**src/rtl/shifter_pkg.sv**
```systemverilog
// Shared operation encoding for the pipelined barrel shifter.
package shifter_pkg;

  typedef enum logic [2:0] {
    PASS  = 3'd0,
    SLL   = 3'd1,
    SLA   = 3'd2,
    SRL   = 3'd3,
    SRA   = 3'd4,
    ROL   = 3'd5,
    ROR   = 3'd6,
    PASS7 = 3'd7
  } shift_op_t;

endpackage

```
**src/rtl/shifter_pipe_stage.sv**
```systemverilog
// One registered barrel-shifter step: shifts by 2**K when amt[K] is set,
// updates carry/ovf, and holds its beat while the next stage stalls.
module shifter_pipe_stage
  import shifter_pkg::*;
#(
  parameter int  WIDTH = 8,
  parameter int  K     = 0,
  localparam int AMT_W = $clog2(WIDTH)
) (
  input  logic             clk,
  input  logic             rst_n,
  input  logic             in_valid,
  output logic             in_ready,
  input  logic [WIDTH-1:0] in_data,
  input  logic [2:0]       in_op,
  input  logic [AMT_W-1:0] in_amt,
  input  logic             in_carry,
  input  logic             in_ovf,
  output logic             out_valid,
  input  logic             out_ready,
  output logic [WIDTH-1:0] out_data,
  output logic [2:0]       out_op,
  output logic [AMT_W-1:0] out_amt,
  output logic             out_carry,
  output logic             out_ovf,
  output logic             out_zero
);

  // Shift distance of this stage, and whether it is the output stage.
  localparam int S    = 1 << K;
  localparam bit LAST = (K == AMT_W - 1);

  logic             valid_q;
  logic [WIDTH-1:0] data_q;
  logic [2:0]       op_q;
  logic [AMT_W-1:0] amt_q;
  logic             carry_q;
  logic             ovf_q;
  logic             zero_q;

  logic [WIDTH-1:0] data_d;
  logic             carry_d;
  logic             ovf_d;
  logic             zero_d;

  // Bits that must all agree for an arithmetic left shift by S to keep the sign.
  logic [S:0] top_bits;
  assign top_bits = in_data[WIDTH-1 -: S+1];

  // A stage accepts when empty or when its current beat is leaving this cycle.
  assign in_ready = !valid_q || out_ready;

  // Next-state data and flags: inactive stages forward the beat untouched.
  always_comb begin
    data_d  = in_data;
    carry_d = in_carry;
    ovf_d   = in_ovf;
    zero_d  = 1'b0;
    if (in_amt[K]) begin
      case (shift_op_t'(in_op))
        SLL: begin
          data_d  = in_data << S;
          carry_d = in_data[WIDTH-S];
        end
        SLA: begin
          data_d  = in_data << S;
          carry_d = in_data[WIDTH-S];
          ovf_d   = in_ovf | ~((&top_bits) | ~(|top_bits));
        end
        SRL: begin
          data_d  = in_data >> S;
          carry_d = in_data[S-1];
        end
        SRA: begin
          data_d  = $signed(in_data) >>> S;
          carry_d = in_data[S-1];
        end
        ROL: begin
          data_d  = (in_data << S) | (in_data >> (WIDTH - S));
          carry_d = data_d[0];
        end
        ROR: begin
          data_d  = (in_data >> S) | (in_data << (WIDTH - S));
          carry_d = data_d[WIDTH-1];
        end
        default: begin
          data_d  = in_data;
          carry_d = in_carry;
        end
      endcase
    end
    if (LAST) begin
      zero_d = (data_d == '0);
    end
  end

  // Stage register: load on transfer, drop the beat when it leaves, else hold.
  always_ff @(posedge clk or negedge rst_n) begin
    if (!rst_n) begin
      valid_q <= 1'b0;
      data_q  <= '0;
      op_q    <= '0;
      amt_q   <= '0;
      carry_q <= 1'b0;
      ovf_q   <= 1'b0;
      zero_q  <= 1'b0;
    end else if (in_ready) begin
      valid_q <= in_valid;
      if (in_valid) begin
        data_q  <= data_d;
        op_q    <= in_op;
        amt_q   <= in_amt;
        carry_q <= carry_d;
        ovf_q   <= ovf_d;
        zero_q  <= zero_d;
      end
    end
  end

  assign out_valid = valid_q;
  assign out_data  = data_q;
  assign out_op    = op_q;
  assign out_amt   = amt_q;
  assign out_carry = carry_q;
  assign out_ovf   = ovf_q;
  assign out_zero  = zero_q;

endmodule

```
**src/rtl/shifter_pipe.sv**
```systemverilog
// Pipelined barrel shifter with valid/ready streaming; one stage per amount bit.
module shifter_pipe
  import shifter_pkg::*;
#(
  parameter int  WIDTH = 8,
  localparam int AMT_W = $clog2(WIDTH)
) (
  input  logic             clk,
  input  logic             rst_n,
  input  logic             in_valid,
  output logic             in_ready,
  input  logic [WIDTH-1:0] in_data,
  input  logic [2:0]       in_op,
  input  logic [AMT_W-1:0] in_amt,
  output logic             out_valid,
  input  logic             out_ready,
  output logic [WIDTH-1:0] out_data,
  output logic             out_carry,
  output logic             out_ovf,
  output logic             out_zero
);

  // Index k is the input of stage k; index AMT_W is the output of the last stage.
  logic [AMT_W:0]   valid_w;
  logic [AMT_W:0]   ready_w;
  logic [WIDTH-1:0] data_w  [AMT_W+1];
  logic [2:0]       op_w    [AMT_W+1];
  logic [AMT_W-1:0] amt_w   [AMT_W+1];
  logic [AMT_W:0]   carry_w;
  logic [AMT_W:0]   ovf_w;
  logic [AMT_W-1:0] zero_w;

  assign valid_w[0]     = in_valid;
  assign data_w[0]      = in_data;
  assign op_w[0]        = in_op;
  assign amt_w[0]       = in_amt;
  assign carry_w[0]     = 1'b0;
  assign ovf_w[0]       = 1'b0;
  assign ready_w[AMT_W] = out_ready;
  assign in_ready       = ready_w[0];

  for (genvar gi = 0; gi < AMT_W; gi++) begin : g_stage
    shifter_pipe_stage #(
      .WIDTH (WIDTH),
      .K     (gi)
    ) u_stage (
      .clk       (clk),
      .rst_n     (rst_n),
      .in_valid  (valid_w[gi]),
      .in_ready  (ready_w[gi]),
      .in_data   (data_w[gi]),
      .in_op     (op_w[gi]),
      .in_amt    (amt_w[gi]),
      .in_carry  (carry_w[gi]),
      .in_ovf    (ovf_w[gi]),
      .out_valid (valid_w[gi+1]),
      .out_ready (ready_w[gi+1]),
      .out_data  (data_w[gi+1]),
      .out_op    (op_w[gi+1]),
      .out_amt   (amt_w[gi+1]),
      .out_carry (carry_w[gi+1]),
      .out_ovf   (ovf_w[gi+1]),
      .out_zero  (zero_w[gi])
    );
  end

  assign out_valid = valid_w[AMT_W];
  assign out_data  = data_w[AMT_W];
  assign out_carry = carry_w[AMT_W];
  assign out_ovf   = ovf_w[AMT_W];
  assign out_zero  = zero_w[AMT_W-1];

  // Op/amt leaving the last stage and zero flags of inner stages have no consumer.
  logic unused_tail;
  assign unused_tail = ^{op_w[AMT_W], amt_w[AMT_W], zero_w[AMT_W-2:0]};

endmodule

```
**config.mk**
```make
export PLATFORM = sky130hd
export DESIGN_NAME = shifter_pipe
export DESIGN_NICKNAME = d
export VERILOG_FILES = /design/src/rtl/shifter_pkg.sv /design/src/rtl/shifter_pipe_stage.sv /design/src/rtl/shifter_pipe.sv
export SDC_FILE = /design/constraint.sdc
export NUM_CORES = 1
export LEC_CHECK = 0
export ABC_CLOCK_PERIOD_IN_PS = 2060
export CORE_ASPECT_RATIO = 0.7
export CORE_UTILIZATION = 40
export DETAILED_ROUTE_END_ITERATION = 6
export HOLD_SLACK_MARGIN = 0.03
export PLACE_DENSITY = 0.61
export SLEW_MARGIN = 40
export SYNTH_ARGS = -nofsm -noshare
export SYNTH_HDL_FRONTEND = slang
export SYNTH_HIERARCHICAL = 1
export SYNTH_SLANG_ARGS = --single-unit
```
**constraint.sdc**
```tcl
create_clock -name clk -period 2.06 [get_ports clk]
set_input_delay 0.515 -clock clk [delete_from_list [all_inputs] [get_ports clk]]
set_output_delay 0.515 -clock clk [all_outputs]
set_load 0.03 [all_outputs]
```
==> results of run 1 <==
## cells in the final DEF (no fill, tap or decap), types with 3 or more instances in the layout
master                            instances
sky130_fd_sc_hd__nand2_1                 47
sky130_fd_sc_hd__buf_4                   34
sky130_fd_sc_hd__clkdlybuf4s50_1         28
sky130_fd_sc_hd__mux2i_1                  3
sky130_fd_sc_hd__a21oi_1                 11
sky130_fd_sc_hd__o211ai_2                 6
sky130_fd_sc_hd__nor2_1                  14
sky130_fd_sc_hd__o31ai_2                  5
sky130_fd_sc_hd__o22ai_1                  4
sky130_fd_sc_hd__and3_1                   3
sky130_fd_sc_hd__a31oi_1                  6
sky130_fd_sc_hd__a222oi_1                12
sky130_fd_sc_hd__inv_1                    8
sky130_fd_sc_hd__nand3_1                 14
sky130_fd_sc_hd__o21ai_0                 14
sky130_fd_sc_hd__o21ai_1                  5
sky130_fd_sc_hd__dfrtp_1                 42
sky130_fd_sc_hd__a221oi_1                 3
sky130_fd_sc_hd__nand2b_1                 9
sky130_fd_sc_hd__a32oi_1                  3
sky130_fd_sc_hd__mux2_2                   8
sky130_fd_sc_hd__clkbuf_8                 5
sky130_fd_sc_hd__mux2_1                   5
sky130_fd_sc_hd__nor2b_1                  9
sky130_fd_sc_hd__mux2_4                   4
sky130_fd_sc_hd__nand2b_4                 3
sky130_fd_sc_hd__o211a_1                  3
sky130_fd_sc_hd__and2_1                   6
## flip-flops by register name, indices dropped and copies added, names as in the netlist
| name | flops |
|---|---|
| g_stage.u_stage/out_carry | 3 |
| g_stage.u_stage/out_valid | 3 |
| g_stage.u_stage/out_zero | 1 |
| g_stage.u_stage/out_data | 24 |
| g_stage.u_stage/out_amt | 3 |
| g_stage.u_stage/out_ovf | 3 |
| g_stage.u_stage/out_op | 6 |
## worst max-delay path, delay by kind of cell
family        cells  cell delay [ps]
buf+inv           2              580
simple gates      3              430
## timing repair
item,CTS,global route
gates resized for setup,2,4
gates cloned,0,0
setup endpoints to repair,1,12
endpoints found under the hold margin,0,0
## metal layers
layer / GRT usage / vias to the layer above
li1: - / 1266
met1: 0.335 / 1221
met2: 0.276 / 118
met3: 0.0444 / 5
met4: 0.0407 / 0
met5: 0 / -
## power groups by stage
stage / clock network, mW / registers, mW / logic, mW
detailed placement: 0 / 1.37 / 1.50
global placement: 0 / 1.36 / 1.48
finish: 0.778 / 1.37 / 1.52
CTS: 0.797 / 1.36 / 1.51
global route: 0.831 / 1.42 / 1.66
floorplan: 0 / 1.45 / 0.887
## path summary, 6_finish.rpt
kind	to	depth (start not counted)
worst max-delay path	in_ready	5
worst min-delay path	g_stage[0].u_stage/out_valid	2
worst max register to register	g_stage[2].u_stage/out_zero	5
worst min register to register	g_stage[2].u_stage/out_data[2]	2
max in group asynchronous	g_stage[1].u_stage/out_op[0]	2
min in group clk	g_stage[2].u_stage/out_data[2]	2
## final cells by class
type | count | area [sq um]
Clock buffer | 6 | 72.6
Fill cell | 684 | 3330
Inverter | 8 | 30.0
Sequential cell | 43 | 1080
Tap cell | 94 | 118
Clock inverter | 2 | 60.1
Timing Repair Buffer | 64 | 561
Multi-Input combinational cell | 241 | 1700
==> metrics.md, run 1 <==
| Metric | Value |
|---|---|
| Outcome | finished clean |
| Slowest cell on the critical path | sky130_fd_sc_hd__clkdlybuf4s50_1 |
| Die Area | 7740 sq um |
| Worst-path clk slew | approximately 80 ps |
| Cell-by-cell listing of the critical path | clkdlybuf4s50_1 -> nand2b_4 -> nand2b_4 -> nand2b_4 -> buf_4 |
| Switching share of power | 0.383 |
| Required time of the critical path | between 1500 and 2000 ps |
| Most Frequent Cell on Critical Path | sky130_fd_sc_hd__nand2b_4 |
| Final weighted congestion in routability-driven placement | a little over 0.8 |
| Power per cell area | ~1000 nW/um^2 |
| Number of H-tree levels | 2 |
| Logic pwr share | 0.415 |
| Utilization after layout | 0.521 |
| Routed met1 length | roughly 4000 um |
| Start point of the critical path | out_ready |
| TritonCTS clock tree | done |
| Starting density of the core | 0.425 |
| Critical path arrival | 1510 ps |
| Minimum setup slack after placement | -258 ps |
| Post-CTS Setup Bufs | 0 |
| # IOs | 31 |
| Maximum clock insertion buffer count | 2 |
| Slew of the pin with the lowest slew margin | 668 ps |
| Number of hold buffers added after cts | 0 |
| Max VDD drop | 446 uV |
| YS warnings | 6 |
| Nature of the critical path startpoint | input pin |
| Maximum net fanout on the critical path | 4 |
| Largest net degree at the start of global routing | 44 |
| Net Sw Power | 1.40 mW |
| Detailed-routed wire length on met3 | 608 um |
| Kind of capture point of the worst setup path | primary output |
| Final hold vios | 0 |
| Final worst clock skew | around 7.3 ps |
| Placed Instances | 450 |
| Cell count after synthesis | 315 |
| Total standard cell area after synthesis | approximately 3000 sq um |
| ANT cells | 0 |
| Detailed Routing Iterations Pass 1 | 5 |
| # rows | 25 |
| Highest routed metal layer | met4 |
| Total placed instance area | 3450 sq um |
| Hold_ws | 288 ps |
| Remaining max-slew budget at the tightest pin | 0.555 |
| Fin. max-slew vios | 0 |
| Worst-case setup margin in the final layout | roughly 32 ps |
| Post-route total power | about 3.7 mW |
| Worst r2r src | g_stage[1].u_stage/out_op[1] |
| Die height | about 74 um |
| Total via count in the routed design | between 2000 and 3000 |
| Leakage Power | between 1.5 and 2 nW |
| 1st-iter DRT viols | 243 |
| Largest stage delay on the critical path | 410 ps |
| Core footprint | 6940 sq um |
| Layout cells sized above 1 | 0.228 |
| Max-cap viol count | 0 |
| Die Wd | ~100 um |
| Clock Sink Count | 43 |
| Count of buffers inserted at the top-level ports | 30 |
| Source-to-sink clock delay at the later pin of the worst-skew pair | 290 ps |
| Setup CP Type | input pin to primary output |
| Met2 routed WL | 2860 um |
| Residual antenna-violating net count after detailed routing | 0 |
| Post-Syn Area per Cell | about 9.4 sq um |
| Clock period minus worst slack | about 2000 ps |
| Global-route wire length before repair | 12600 um |
| HPWL reported at the end of detailed placement | about 5400 um |
| Int Pwr | between 2 and 2.5 mW |
| Root buffer cell | sky130_fd_sc_hd__clkbuf_8 |
| Number of buffers inserted during clock tree synthesis | 5 |
| Final setup violating endpoints | 0 |
| Total grt overflow | 0 |
| Via count of the first global-routing pass | between 2000 and 2500 |
| Post-route setup TNS | 0 ps |
| Final critical-path share of the clock period | 0.984 |
| DRC violation count after routing | 0 |
| # nets final | about 380 |
| Final non-filler cell total | approximately 460 |
| Sequential fraction of design power | 0.373 |
| Clock share of power | 0.212 |
| Number of antenna violations at the first check in global routing | 0 |
| GRT Util Overall | 0.207 |
| Vias per cell | about 5.7 |
| Routed wire length per instance | 16.3 um |
| WL final | about 7500 um |
| Highest clock rate | approximately 0.49 GHz |
| Class of the worst hold path | input pin to asynchronous set/reset pin |
| Area overhead of the layout relative to synthesis | 22.4% |
| Post-route cell area | 3610 sq um |
| Reg-to-reg setup timing slack | between 200 and 250 ps |
(Power assumes the default switching activity.)
==> inputs of run 2 (changes only) <==
--- a/config.mk
+++ b/config.mk
@@ -5,14 +5,12 @@
 export SDC_FILE = /design/constraint.sdc
 export NUM_CORES = 1
 export LEC_CHECK = 0
-export ABC_CLOCK_PERIOD_IN_PS = 2060
 export CORE_ASPECT_RATIO = 0.7
 export CORE_UTILIZATION = 40
 export DETAILED_ROUTE_END_ITERATION = 6
-export HOLD_SLACK_MARGIN = 0.03
-export PLACE_DENSITY = 0.61
+export HOLD_SLACK_MARGIN = 0.1
+export PLACE_DENSITY = 0.62
 export SLEW_MARGIN = 40
 export SYNTH_ARGS = -nofsm -noshare
 export SYNTH_HDL_FRONTEND = slang
-export SYNTH_HIERARCHICAL = 1
 export SYNTH_SLANG_ARGS = --single-unit
==> run 2 against run 1 <==
Clock skew barely moved. Cell area fell by 4.7%. Synthesized cell count rose by 6.0%. Hold slack got worse by 140 ps. Setup slack improved by 80 ps. Final cell count fell by 0.22%. Largest cell class unchanged.
==> metrics.md, run 2 <==
| Metric | Value |
|---|---|
| Outcome | finished clean |
| Remaining max-slew budget at the tightest pin | 0.635 |
| Post-route total power | 3.57 mW |
| Kind of capture point of the worst setup path | flip-flop |
| Dominant synthesized flop cell | sky130_fd_sc_hd__dfrtp_1 |
| Core footprint | ~6900 sq um |
| Hold_ws | 145 ps |
| Fillers | between 600 and 700 |
| Detailed-routed wire length on met3 | slightly above 500 um |
| Routed met1 length | about 3700 um |
| Die height | 73.0 um |
| Required time of the critical path | around 2300 ps |
| Detailed Routing Iterations Pass 1 | 5 |
| Class of the worst hold path | input pin to asynchronous set/reset pin |
| HPWL reported at the end of detailed placement | about 5200 um |
| Post-Syn Area per Cell | 8.63 sq um |
| Routed wire length per instance | approximately 15 um |
| Cell-by-cell listing of the critical path | and2_4 -> a211o_1 -> o21a_1 -> or4_1 -> o41ai_2 |
| Largest stage delay on the critical path | 520 ps |
| Slew of the pin with the lowest slew margin | between 500 and 600 ps |
| Commonest cells after routing, fill and taps aside | sky130_fd_sc_hd__nand2_1, sky130_fd_sc_hd__dfrtp_1, sky130_fd_sc_hd__o21ai_0, sky130_fd_sc_hd__clkdlybuf4s50_1, sky130_fd_sc_hd__buf_4 |
| Count of buffers inserted at the top-level ports | 30 |
| Number of H-tree levels | 2 |
| Worst-case setup margin in the final layout | ~110 ps |
| Critical path arrival | 2150 ps |
| Reg2reg end | g_stage[2].u_stage.out_zero |
| Met2 routed WL | 2540 um |
| Commonest non-fill, non-tap cell in the layout | sky130_fd_sc_hd__nand2_1 |
| Via count of the first global-routing pass | about 2100 |
| Number of flip-flops in the largest register | 24 |
| Area of the multi-input gates | about 1600 sq um |
| Cell variety after synth | 44 |
| Final worst clock skew | 7.59 ps |
| Number of antenna violations at the first check in global routing | 0 |
| Fin. max-slew vios | 0 |
| Synthesized flop and latch total | 43 |
| TritonCTS clock tree | done |
| Nature of the critical path startpoint | flip-flop |
| Post-CTS Setup Bufs | 0 |
| Async S/R FF share, synth | 1.00 |
| Largest net degree at the start of global routing | 22 |
| Number of buffers inserted during clock tree synthesis | 5 |
| Area overhead of the layout relative to synthesis | 19.4% |
| Vias per cell | ~5.5 |
| DRC violation count after routing | 0 |
| Slowest cell on the critical path | sky130_fd_sc_hd__or4_1 |
| Worst r2r src | g_stage[1].u_stage.out_op[0] |
| Final weighted congestion in routability-driven placement | around 0.93 |
| Total via count in the routed design | ~2500 |
| Cell type contributing the most total cell area after synthesis | sky130_fd_sc_hd__dfrtp_1 |
| Setup CP Type | flip-flop to flip-flop |
| Residual antenna-violating net count after detailed routing | 0 |
| Setup repair after global routing missed its margin | no |
| Starting density of the core | 0.421 |
| Leading cell type by number of instances after synthesis | sky130_fd_sc_hd__dfrtp_1 |
| Final critical-path share of the clock period | 0.945 |
| Die Area | ~7600 sq um |
| Minimum setup slack after placement | -132 ps |
| List of most frequent post-synthesis cells | sky130_fd_sc_hd__dfrtp_1, sky130_fd_sc_hd__nand2_1, sky130_fd_sc_hd__o21ai_0 |
| Final non-filler cell total | 457 |
| Sequential-to-total area share from yosys stat | 0.373 |
| Die Wd | roughly 100 um |
| Worst-path clk slew | about 90 ps |
| Highest clock rate | 0.514 GHz |
| 1st-iter DRT viols | 230 |
| Source-to-sink clock delay at the later pin of the worst-skew pair | roughly 310 ps |
| GRT Util Overall | 0.191 |
| Global-route wire length before repair | between 10000 and 15000 um |
| Clock Sink Count | 43 |
| Highest routed metal layer | met4 |
| Number of hold buffers added after cts | 0 |
| Synthesized netlist net count | roughly 350 |
| Max-cap viol count | 0 |
| Synth top area cells | sky130_fd_sc_hd__dfrtp_1, sky130_fd_sc_hd__mux2i_1, sky130_fd_sc_hd__o21ai_0, sky130_fd_sc_hd__nand2_1, sky130_fd_sc_hd__mux2_2 |
| Clock period minus worst slack | 1950 ps |
| Root buffer cell | sky130_fd_sc_hd__clkbuf_8 |
| Total grt overflow | 0 |
| Layout cells sized above 1 | 0.152 |
| Power per cell area | 1040 nW/um^2 |
| Final hold vios | 0 |
| # nets final | 380 |
| Synth top area share | 0.373 |
| # rows | 25 |
| Maximum clock insertion buffer count | 2 |
| YS warnings | 0 |
| Depth of the most critical reg-to-reg path | 5 |
| Maximum net fanout on the critical path | 4 |
| Resize count post-CTS | 0 |
| WL final | 6860 um |
| # IOs | 31 |
| Start point of the critical path | g_stage[1].u_stage.out_op[0] |
| ANT cells | 0 |
| Reg-to-reg setup timing slack | 110 ps |
| Cell count after synthesis | 334 |
| Number of enable flip-flop cells after synthesis | 0 |
| Final setup violating endpoints | 0 |
| Placed Instances | around 450 |
| Total standard cell area after synthesis | roughly 2900 sq um |
| Leakage Power | around 1.4 nW |
| Seq. cell area | approximately 1100 sq um |
| Max VDD drop | between 400 and 500 uV |
run 2: kinds of logic after synthesis:
family | count (synthesis) | synth area share
AOI/OAI and AO/OA | 109 | 0.246
muxes | 30 | 0.110
and+or+nand+nor | 110 | 0.199
buffers and inverters | 40 | 0.0664
xor gates and xnor gates | 2 | 0.00608
DFF | 43 | 0.373
run 2: cell type report:
type | count | area share
clock buffer | 5 | 0.0200
timing repair buffer | 56 | 0.145
inverter | 5 | 0.00545
multi-input combinational | 251 | 0.469
clock inverter | 3 | 0.0127
sequential | 43 | 0.313
tap | 94 | 0.0342
run 2: per-layer routing:
metal / GRT usage / vias to the layer above
met2: 0.228 / 82
met3: 0.0536 / 7
met4: 0.0423 / 0
li1: - / 1275
met1: 0.321 / 1162
met5: 0 / -
run 2: per-stage QoR:
stage               setup TNS, ps   util  area [sq um]
finish                          0  0.503          3440
global route                    0  0.503          3440
CTS                             0  0.502          3440
detailed placement           -155  0.486          3330
global placement            -57.2  0.486          3330
floorplan                       0      -          2880
run 2: worst max path at each step:
stage                                           to  slack, ps  cells after the start
finish                 g_stage[2].u_stage.out_zero        110                      5
global route           g_stage[2].u_stage.out_zero         30                      5
CTS                    g_stage[2].u_stage.out_zero         70                      5
detailed placement     g_stage[2].u_stage.out_zero       -130                      5
global placement       g_stage[2].u_stage.out_zero        -60                      5
floorplan           g_stage[0].u_stage.out_data[0]        150                      5
run 2: power by group:
part           total, mW  switching [mW]  leakage [nW]  internal, mW
sequential          1.34           0.272         0.530          1.06
combinational       1.56           0.841         0.841         0.716
clock              0.674           0.313        0.0581         0.361
run 2: worst max-delay path: cells and delay by family (launching register included):
family / cells / cell delay (ps)
flops: 1 / 420
compound gates: 3 / 730
simple gates: 2 / 690
